$ cat config.mk
export PLATFORM = sky130hd
export DESIGN_NAME = norm_round_pack_f64_flat
export DESIGN_NICKNAME = d
export VERILOG_FILES = /design/src/rtl/norm_round_pack_f64_if.sv /design/src/rtl/norm_round_pack_f64.sv /design/src/flat_wrapper.sv
export SDC_FILE = /design/constraint.sdc
export NUM_CORES = 1
export LEC_CHECK = 0
export CORE_UTILIZATION = 33
export CTS_CLUSTER_SIZE = 14
export DETAILED_ROUTE_END_ITERATION = 6
export PLACE_DENSITY = 0.62
export SYNTH_ARGS = -nofsm -noshare
export SYNTH_HDL_FRONTEND = slang
export SYNTH_SLANG_ARGS = --single-unit
$ cat constraint.sdc
create_clock -name ap_clk -period 6.3 [get_ports ap_clk]
set_input_delay 1.26 -clock ap_clk [delete_from_list [all_inputs] [get_ports ap_clk]]
set_output_delay 1.26 -clock ap_clk [all_outputs]
set_load 0.05 [all_outputs]
$ cat src/rtl/norm_round_pack_f64_if.sv
// Handshake and data bundle between a caller FSM and the float64 normalize/round/pack stage.
// ap_start is sampled only in IDLE; ap_done/ap_ready pulse for one cycle with ap_return valid.
interface norm_round_pack_f64_if #(
    parameter int EXP_W = 16
);
    logic                    ap_start;
    logic                    ap_done;
    logic                    ap_idle;
    logic                    ap_ready;
    logic                    zSign;
    logic signed [EXP_W-1:0] zExp;
    logic [63:0]             zSig;
    logic [63:0]             ap_return;

    modport master (
        output ap_start, zSign, zExp, zSig,
        input  ap_done, ap_idle, ap_ready, ap_return
    );

    modport slave (
        input  ap_start, zSign, zExp, zSig,
        output ap_done, ap_idle, ap_ready, ap_return
    );
endinterface

$ cat src/rtl/norm_round_pack_f64.sv
// Sequential normalizer (one bit per cycle), round-to-nearest-even and IEEE-754 double packer.
// Subnormal results are flushed to signed zero.
module norm_round_pack_f64 #(
    parameter int EXP_W     = 16,
    parameter int MAX_SHIFT = 62
) (
    input  logic                  ap_clk,
    input  logic                  ap_rst_n,
    norm_round_pack_f64_if.slave  bus,
    output logic [3:0]            dbg_state_o
);
    localparam int CNT_W = $clog2(MAX_SHIFT + 1);
    localparam logic signed [EXP_W-1:0] EXP_TOP = EXP_W'(2045);

    typedef enum logic [3:0] {
        S_IDLE  = 4'b0001,
        S_NORM  = 4'b0010,
        S_ROUND = 4'b0100,
        S_DONE  = 4'b1000
    } state_t;

    state_t                  state_q, state_d;
    logic [63:0]             sig_q, sig_d;
    logic signed [EXP_W-1:0] zexp_q, zexp_d;
    logic                    sign_q, sign_d;
    logic [CNT_W-1:0]        cnt_q, cnt_d;
    logic [63:0]             ret_q, ret_d;

    logic [63:0] inc;
    logic [63:0] r;
    logic [10:0] exp_eff;
    logic        ovf;
    logic        ufl;
    logic [63:0] round_res;

    always_ff @(posedge ap_clk or negedge ap_rst_n) begin
        if (!ap_rst_n) state_q <= S_IDLE;
        else           state_q <= state_d;
    end

    always_comb begin
        state_d = state_q;
        unique case (state_q)
            S_IDLE:  if (bus.ap_start) state_d = (bus.zSig == 64'd0) ? S_DONE : S_NORM;
            S_NORM:  if (sig_q[63] || sig_q[62] || cnt_q == CNT_W'(MAX_SHIFT)) state_d = S_ROUND;
            S_ROUND: state_d = S_DONE;
            S_DONE:  state_d = S_IDLE;
            default: state_d = S_IDLE;
        endcase
    end

    always_comb begin
        bus.ap_done  = (state_q == S_DONE);
        bus.ap_ready = (state_q == S_DONE);
        bus.ap_idle  = (state_q == S_IDLE) && !bus.ap_start;
        bus.ap_return = ret_q;
        dbg_state_o  = state_q;
    end

    // Exactly-half remainder (0x200) rounds to even by clearing the LSB after the increment.
    always_comb begin
        inc = sig_q + 64'h200;
        r   = inc >> 10;
        if (sig_q[9:0] == 10'h200) r[0] = 1'b0;
        ovf       = (zexp_q > EXP_TOP) || ((zexp_q == EXP_TOP) && inc[63]);
        ufl       = zexp_q[EXP_W-1];
        exp_eff   = (r == 64'd0) ? 11'd0 : zexp_q[10:0];
        round_res = {sign_q, 63'd0} + ({53'd0, exp_eff} << 52) + r;
        if (ovf)      round_res = {sign_q, 11'h7FF, 52'd0};
        else if (ufl) round_res = {sign_q, 63'd0};
    end

    always_comb begin
        sig_d  = sig_q;
        zexp_d = zexp_q;
        sign_d = sign_q;
        cnt_d  = cnt_q;
        ret_d  = ret_q;
        unique case (state_q)
            S_IDLE: begin
                if (bus.ap_start) begin
                    sign_d = bus.zSign;
                    zexp_d = bus.zExp;
                    sig_d  = bus.zSig;
                    cnt_d  = '0;
                    if (bus.zSig == 64'd0) ret_d = {bus.zSign, 63'd0};
                end
            end
            S_NORM: begin
                if (sig_q[63]) begin
                    sig_d  = (sig_q >> 1) | {63'd0, sig_q[0]};
                    zexp_d = zexp_q + EXP_W'(1);
                end else if (!sig_q[62] && cnt_q != CNT_W'(MAX_SHIFT)) begin
                    sig_d  = sig_q << 1;
                    zexp_d = zexp_q - EXP_W'(1);
                    cnt_d  = cnt_q + CNT_W'(1);
                end
            end
            S_ROUND: ret_d = round_res;
            default: ;
        endcase
    end

    always_ff @(posedge ap_clk or negedge ap_rst_n) begin
        if (!ap_rst_n) begin
            sig_q  <= '0;
            zexp_q <= '0;
            sign_q <= 1'b0;
            cnt_q  <= '0;
            ret_q  <= '0;
        end else begin
            sig_q  <= sig_d;
            zexp_q <= zexp_d;
            sign_q <= sign_d;
            cnt_q  <= cnt_d;
            ret_q  <= ret_d;
        end
    end
endmodule

$ cat src/flat_wrapper.sv
// flat-port wrapper written by rule: the top's interface ports become plain ports
module norm_round_pack_f64_flat 
#(
    parameter int EXP_W     = 16,
    parameter int MAX_SHIFT = 62
)
  (ap_clk, ap_rst_n, dbg_state_o, bus_ap_start, bus_zSign, bus_zExp, bus_zSig, bus_ap_done, bus_ap_idle, bus_ap_ready, bus_ap_return);
  norm_round_pack_f64_if #(.EXP_W(EXP_W)) bus_i ();
  input  logic ap_clk;
  input  logic ap_rst_n;
  output logic [3:0] dbg_state_o;
  input wire logic [$bits(bus_i.ap_start)-1:0] bus_ap_start;
  input wire logic [$bits(bus_i.zSign)-1:0] bus_zSign;
  input wire logic [$bits(bus_i.zExp)-1:0] bus_zExp;
  input wire logic [$bits(bus_i.zSig)-1:0] bus_zSig;
  output wire logic [$bits(bus_i.ap_done)-1:0] bus_ap_done;
  output wire logic [$bits(bus_i.ap_idle)-1:0] bus_ap_idle;
  output wire logic [$bits(bus_i.ap_ready)-1:0] bus_ap_ready;
  output wire logic [$bits(bus_i.ap_return)-1:0] bus_ap_return;
  assign bus_i.ap_start = bus_ap_start;
  assign bus_i.zSign = bus_zSign;
  assign bus_i.zExp = bus_zExp;
  assign bus_i.zSig = bus_zSig;
  assign bus_ap_done = bus_i.ap_done;
  assign bus_ap_idle = bus_i.ap_idle;
  assign bus_ap_ready = bus_i.ap_ready;
  assign bus_ap_return = bus_i.ap_return;
  norm_round_pack_f64 #(.EXP_W(EXP_W), .MAX_SHIFT(MAX_SHIFT)) u_core (.ap_clk(ap_clk), .ap_rst_n(ap_rst_n), .bus(bus_i), .dbg_state_o(dbg_state_o));
endmodule
==> impl_metrics.tcl, run 1 <==
set metrics [dict create \
    finalSetupViolations 0 \
    synthMuxAreaShare_pct 0.651 \
    critPathLaunchType "flip-flop" \
    area.sequential_um2 3880 \
    yosys_warnings 0 \
    grt_pass1_vias 8646 \
    synth_fp_nets 1222 \
    cp_common_cell "nor4_1" \
    first_pass_iters 7 \
    die_h_um 173 \
    synth_seq_cells 155 \
    fin_crit_sh_pct 78.0 \
    post_cts_buffers 0 \
    reg2reg_depth 15 \
    rsz0062_at_grt "no" \
    crit_slowest_cell "nor4_1" \
    synthFlopType "dfrtp_1" \
    final_nets 1310 \
    power_frac_clock_pct 15.9 \
    cts-root-buf "clkbuf_16" \
    ys_seq_area_share_pct 40.4 \
    power.density_nw_per_um2 581 \
    avgSynthCellArea_um2 8.60 \
    drive_gt1_share_pct 5.42 \
    multi_input_area_um2 5290 \
    swShare_pct 50.3 \
    power_leakage_uw 0.00461 \
    track_usage_pct 21.1 \
    crit_start "u_core.sig_q[10]" \
    grt_max_degree 90 \
    grt_pass1_wl_mm 49.7 \
    crit_type "flip-flop to flip-flop" \
    synth_edf_count 0 \
    path_delay_family "simple AND/OR/NAND/NOR gates" \
    fill_cells 2867 \
    cts_hold_buf 0 \
    insertion_delay_ns 0.44 \
    viasPerCell 5.73 \
    path_depth 15 \
    antenna_found_initial 0 \
    skew_ns 0.0124 \
    required_ns 6.67 \
    cp_max_fo 12 \
    hold_path_class "flip-flop to flip-flop" \
    cts.path.max_buffers 2 \
    start_util_pct 33.5 \
    cts_tree "yes" \
    synth_compound_area_share_pct 20.0 \
    synthSimpleGateAreaFrac_pct 23.0 \
    ir_drop_mv 0.283 \
    drv_slew 0 \
    drt-total-wl_mm 31.3 \
    final_area_um2 12000 \
    p_seq_share_pct 31.5 \
    report.final.hold_viol_count 0 \
    comb_power_share_pct 52.7 \
    die_x_um 173 \
    synthArstFlopShare_pct 100 \
    synth_area_um2 9600 \
    max_slew_margin_pct 34.2 \
    max_freq_ghz 0.204 \
    failed_checks "design-rule violations" \
    crit_chain "ha_1 -> nand3_1 -> nor4_1 -> nand4_1 -> xnor2_1 -> nand4b_1 -> nor4_1 -> and4_2 -> nor2b_1 -> ha_1 -> a21oi_1 -> nor4_1 -> nand4b_1 -> mux2_1 -> nand2_1" \
    ioPinCount 155 \
    htreeDepth 4 \
    min_from "u_core.bus.ap_return[28]" \
    finalWeightedCongestion 0.956 \
    tightest_slew_ns 0.987 \
    placed_area_um2 11400 \
    switchingPower_uw 3500 \
    rrSetupSlack_ns 1.39 \
    min_period_ns 4.91 \
    grt.overflow.total 0 \
    first_iter_violations 900 \
    cpPeakStageDelay_ns 0.81 \
    postCtsResizedCells 0 \
    setup_tns_ns 0 \
    outcome "complete, but fails checks" \
    r2r_end "u_core.bus.ap_return[63]" \
    drc 25 \
    fp.coreArea_um2 28700 \
    crit_path_end_kind "flip-flop" \
    syn_to_final_growth_pct 24.6 \
    internal_power_uw 3450 \
    cts.sinks 155 \
    synth_xor_area_share_pct 8.03 \
    synth_fa_ha_area_share_pct 2.89 \
    finish.utilization_pct 41.7 \
    vias 9180 \
    maxCapViolations 0 \
    critPathArrivalTime_ns 5.28 \
    clk_pin_slew_worst_paths_ns 0.06 \
    postSynthCellCount 1117 \
    antenna_cells 0 \
    worst-path-buf-inv 0 \
    yosysUniqueCellTypes 72 \
    post_drt_wl_per_cell_um 19.6 \
    synth_top_family_by_area "simple AND/OR/NAND/NOR gates" \
    detail-route-antenna-nets 0 \
    rows 62 \
    numCtsBuffers 17 \
    dieArea_um2 29800 \
    cp-endpoint "u_core.bus.ap_return[63]" \
    hpwl_mm 22.6 \
    io_buffers 154 \
    rr_startpoint "u_core.sig_q[10]" \
    hold_depth 2 \
]
## Yosys cell counts (3+ instances only)
cell | number | area [µm²]
dfrtp_1 | 154 | 3850
nor2_1 | 119 | 447
nand2_1 | 113 | 424
a21oi_1 | 96 | 480
o21ai_0 | 74 | 370
clkbuf_1 | 66 | 248
a222oi_1 | 53 | 531
xor2_1 | 48 | 420
xnor2_1 | 40 | 350
nand4_1 | 38 | 238
nor4_1 | 38 | 238
nand3_1 | 32 | 160
nor3_1 | 30 | 150
buf_2 | 24 | 120
ha_1 | 19 | 238
and3_1 | 18 | 113
inv_1 | 18 | 67.6
a221oi_1 | 10 | 87.6
and2_1 | 10 | 62.6
a31oi_1 | 9 | 56.3
a211oi_1 | 8 | 60.1
a22o_1 | 7 | 61.3
buf_4 | 5 | 37.5
nor2b_1 | 5 | 31.3
or3_1 | 5 | 31.3
mux2i_1 | 4 | 40.0
nand2b_1 | 4 | 25.0
o211ai_1 | 4 | 30.0
o31ai_1 | 4 | 30.0
a21o_1 | 3 | 22.5
a221o_1 | 3 | 30.0
and4_1 | 3 | 26.3
buf_1 | 3 | 11.3
o21a_1 | 3 | 22.5
or4_1 | 3 | 22.5
## sequential cells by signal (all words and copies together), names as in the netlist
| name | cells |
|---|---|
| u_core.cnt_q | 6 |
| u_core.sign_q | 1 |
| u_core.sig_q | 64 |
| u_core.dbg_state_o | 4 |
| u_core.zexp_q | 16 |
| u_core.bus.ap_return | 64 |
## through the flow
| step | power (µW) | setup slack [ns] | hold slack [ns] | instances |
|---|---|---|---|---|
| 3_3_place_gp | 5790 | 1.69 | 0.466 | 1570 |
| 3_5_place_dp | 5840 | 1.49 | 0.470 | 1570 |
| 5_1_grt | 7440 | 1.10 | 0.504 | 1601 |
| 4_1_cts | 6960 | 1.47 | 0.484 | 1601 |
| 2_1_floorplan | 4740 | 2.07 | 0.458 | 1117 |
| 6_report | 6950 | 1.39 | 0.476 | 1601 |
## routing by layer
| metal | routed length (µm) | share of wire [%] | track usage [%] |
|---|---|---|---|
| met5 | 0 | 0 | 0 |
| met4 | 831 | 2.7 | 7.48 |
| met3 | 2190 | 7.0 | 3.72 |
| met2 | 14500 | 46 | 33.0 |
| met1 | 13800 | 44 | 29.3 |
## power groups by stage
stage / registers [µW] / clock network, µW / logic (µW)
detailed placement: 2190 / 0 / 3650
CTS: 2170 / 1120 / 3670
finish: 2190 / 1100 / 3660
global placement: 2180 / 0 / 3610
floorplan: 2440 / 0 / 2310
global route: 2270 / 1150 / 4010
## layout make-up
| type | count | area share (%) |
|---|---|---|
| multi-input cells | 846 | 44.2 |
| clock buffers | 17 | 3.56 |
| flip-flops and latches | 155 | 32.4 |
| inverters | 18 | 0.565 |
| clock inverters | 14 | 1.55 |
| well taps | 384 | 4.02 |
| repair buffers | 167 | 13.7 |
## cells in the final DEF (no fill, tap or decap), types with 40 or more instances in the layout
master,Yosys,final
o21ai_0,74,74
xor2_1,48,48
nand2_1,113,112
a21oi_1,96,95
nor2_1,119,117
clkdlybuf4s50_1,0,153
xnor2_1,40,40
a222oi_1,53,53
dfrtp_1,154,154
## logic make-up (layout without fill, tap and decap cells)
group / count (synthesis) / after routing
flops: 155 / 155
simple gates: 441 / 441
mux: 6 / 6
fa+ha+maj: 21 / 21
xor+xnor: 88 / 88
compound gates: 290 / 290
buf+inv: 116 / 216
## worst min-delay path by stage
stage | endpoint
after floorplan | u_core.sign_q
after global placement | u_core.bus.ap_return[38]
after detailed placement | u_core.bus.ap_return[28]
after CTS | u_core.bus.ap_return[28]
after global routing | u_core.bus.ap_return[30]
final | u_core.bus.ap_return[28]
## worst min-delay path, delay by kind of cell (launching register included)
| family | cells | cell delay (ns) |
|---|---|---|
| compound gates | 1 | 0.06 |
| flops | 1 | 0.34 |
| simple gates | 1 | 0.04 |
Note: power is estimated with default switching activity, not from simulation.
==> inputs of run 2 (changes only) <==
==> constraint.sdc (replaced) <==
create_clock -name ap_clk -period 4.9 [get_ports ap_clk]
set_input_delay 0.98 -clock ap_clk [delete_from_list [all_inputs] [get_ports ap_clk]]
set_output_delay 0.98 -clock ap_clk [all_outputs]
set_load 0.05 [all_outputs]
==> run 2 against run 1 <==
Effect of this change:
- the flow still finishes with violations (design-rule violations)
- non-clock buffer count rose by 15
- core utilization rose by 0.46 points
- combinational power rose by 35%
- fmax rose by 9.7%
- cell area increased by 1.1%
- largest power group unchanged
- total power grew 30%
- wire length increased by 3.2%
==> impl_metrics.tcl, run 2 (synthesis gave the netlist of run 1 again) <==
set metrics [dict create \
    layout_common_cells "dfrtp_1, clkdlybuf4s50_1, nor2_1" \
    ioPinCount 155 \
    first_pass_iters 7 \
    hold_end "u_core.bus.ap_return[44]" \
    grt.overflow.total 0 \
    io_buffers 154 \
    antenna_found_initial 1 \
    viasPerCell 5.84 \
    clk_pin_slew_worst_paths_ns 0.07 \
    skew_ns 0.0200 \
    required_ns 5.28 \
    critPathLaunchType "flip-flop" \
    ir_drop_mv 0.401 \
    fill_cells 2848 \
    dpl_worst_slack_ns 0.454 \
    min_from "u_core.bus.ap_return[44]" \
    grt_pass1_wl_mm 51.1 \
    syn_to_final_growth_pct 26.0 \
    hpwl_mm 23.3 \
    cp_max_fo 9 \
    r2r_end "u_core.bus.ap_return[63]" \
    setup_tns_ns 0 \
    finish.utilization_pct 42.1 \
    cts.sinks 155 \
    vias 9445 \
    htreeDepth 4 \
    cts_hold_buf 0 \
    report.final.hold_viol_count 0 \
    final_nets 1325 \
    first_iter_violations 1115 \
    max_slew_margin_pct 34.7 \
    post_drt_wl_per_cell_um 20.0 \
    critPathArrivalTime_ns 4.85 \
    insertion_delay_ns 0.45 \
    reg2reg_depth 16 \
    final_common_cell "dfrtp_1" \
    drv_slew 0 \
    power.density_nw_per_um2 749 \
    dieArea_um2 29800 \
    outcome "complete, but fails checks" \
    totalPowerFinal_uw 9060 \
    cts-root-buf "clkbuf_16" \
    rr_startpoint "u_core.sig_q[9]" \
    worst_slack_ns 0.424 \
    maxCapViolations 0 \
    rrSetupSlack_ns 0.42 \
    numCtsBuffers 17 \
    postCtsResizedCells 0 \
    min_period_ns 4.48 \
    grt_max_degree 82 \
    tightest_slew_ns 0.977 \
    track_usage_pct 21.6 \
    cts.path.max_buffers 2 \
    cts_tree "yes" \
    crit_path_end_kind "flip-flop" \
    finalWeightedCongestion 0.967 \
    detail-route-antenna-nets 0 \
    die_x_um 173 \
    finalSetupViolations 0 \
    drive_gt1_share_pct 6.65 \
    die_h_um 173 \
    crit_type "flip-flop to flip-flop" \
    rsz0062_at_grt "no" \
    hold_depth 2 \
    post_cts_buffers 0 \
    failed_checks "design-rule violations" \
    drc 5 \
    power_leakage_uw 0.00468 \
    max_freq_ghz 0.223 \
    fp.coreArea_um2 28700 \
    drt-total-wl_mm 32.3 \
    rows 62 \
    start_util_pct 33.5 \
    hold_path_class "flip-flop to flip-flop" \
    fin_crit_sh_pct 91.3 \
    grt_pass1_vias 8983 \
]
[run 2: area by class of cell]
class	instances	area (µm²)	area share (%)
inverters	18	67.6	0.559
well taps	384	480	3.97
diodes	1	2.50	0.0207
clock buffers	17	425	3.52
repair buffers	182	1780	14.7
clock inverters	15	176	1.46
flip-flops and latches	155	3880	32.1
multi-input cells	846	5290	43.7
[run 2: critical path: stages (launching register included)]
cell and delay, ns:
dfrtp_1 0.48, ha_1 0.27, nand3_1 0.12, nor3_1 0.73, buf_4 0.27, nand4_1 0.10
xor2_1 0.20, nand4b_1 0.12, nor4_1 0.44, and4_2 0.40, nor2b_1 0.10, ha_1 0.28
a21oi_1 0.11, nor4_1 0.32, nand4b_1 0.14, mux2_1 0.29, nand2_1 0.06
[run 2: power breakdown]
group          total [µW]  switching [µW]  leakage, µW  internal, µW
sequential           2740             855      0.00184          1890
clock                1400             626     0.000289           771
combinational        4930            3120      0.00255          1810
[run 2: worst max-delay path by stage]
stage,endpoint,startpoint,depth (start not counted)
floorplan,bus_ap_ready,u_core.dbg_state_o[1],3
global placement,u_core.bus.ap_return[54],u_core.sig_q[32],13
detailed placement,u_core.bus.ap_return[54],u_core.sig_q[9],14
CTS,u_core.bus.ap_return[54],u_core.sig_q[9],14
global route,u_core.bus.ap_return[63],u_core.sig_q[9],16
finish,u_core.bus.ap_return[63],u_core.sig_q[9],16
[run 2: stage by stage]
| stage | hold WS [ns] | cells | area, µm² |
|---|---|---|---|
| 2_1_floorplan | 0.458 | 1117 | 9600 |
| 3_3_place_gp | 0.463 | 1585 | 11500 |
| 3_5_place_dp | 0.470 | 1585 | 11500 |
| 4_1_cts | 0.485 | 1617 | 12100 |
| 5_1_grt | 0.495 | 1617 | 12100 |
| 6_report | 0.481 | 1618 | 12100 |
[run 2: routing by layer]
metal | vias to the layer above | global-route usage [%] | wire length (µm)
met1 | 4629 | 29.6 | 14300
met4 | 0 | 6.92 | 736
met5 | - | 0 | 0
met3 | 43 | 4.40 | 2160
li1 | 4350 | - | -
met2 | 423 | 34.2 | 15200
==> inputs of run 3 (changes only) <==
--- a/config.mk
+++ b/config.mk
@@ -5,6 +5,7 @@
 export SDC_FILE = /design/constraint.sdc
 export NUM_CORES = 1
 export LEC_CHECK = 0
+export CAP_MARGIN = 20
 export CORE_UTILIZATION = 33
 export CTS_CLUSTER_SIZE = 14
 export DETAILED_ROUTE_END_ITERATION = 6
==> results of run 3 <==
Final layout, timing and power as in run 2 (identical DEF).
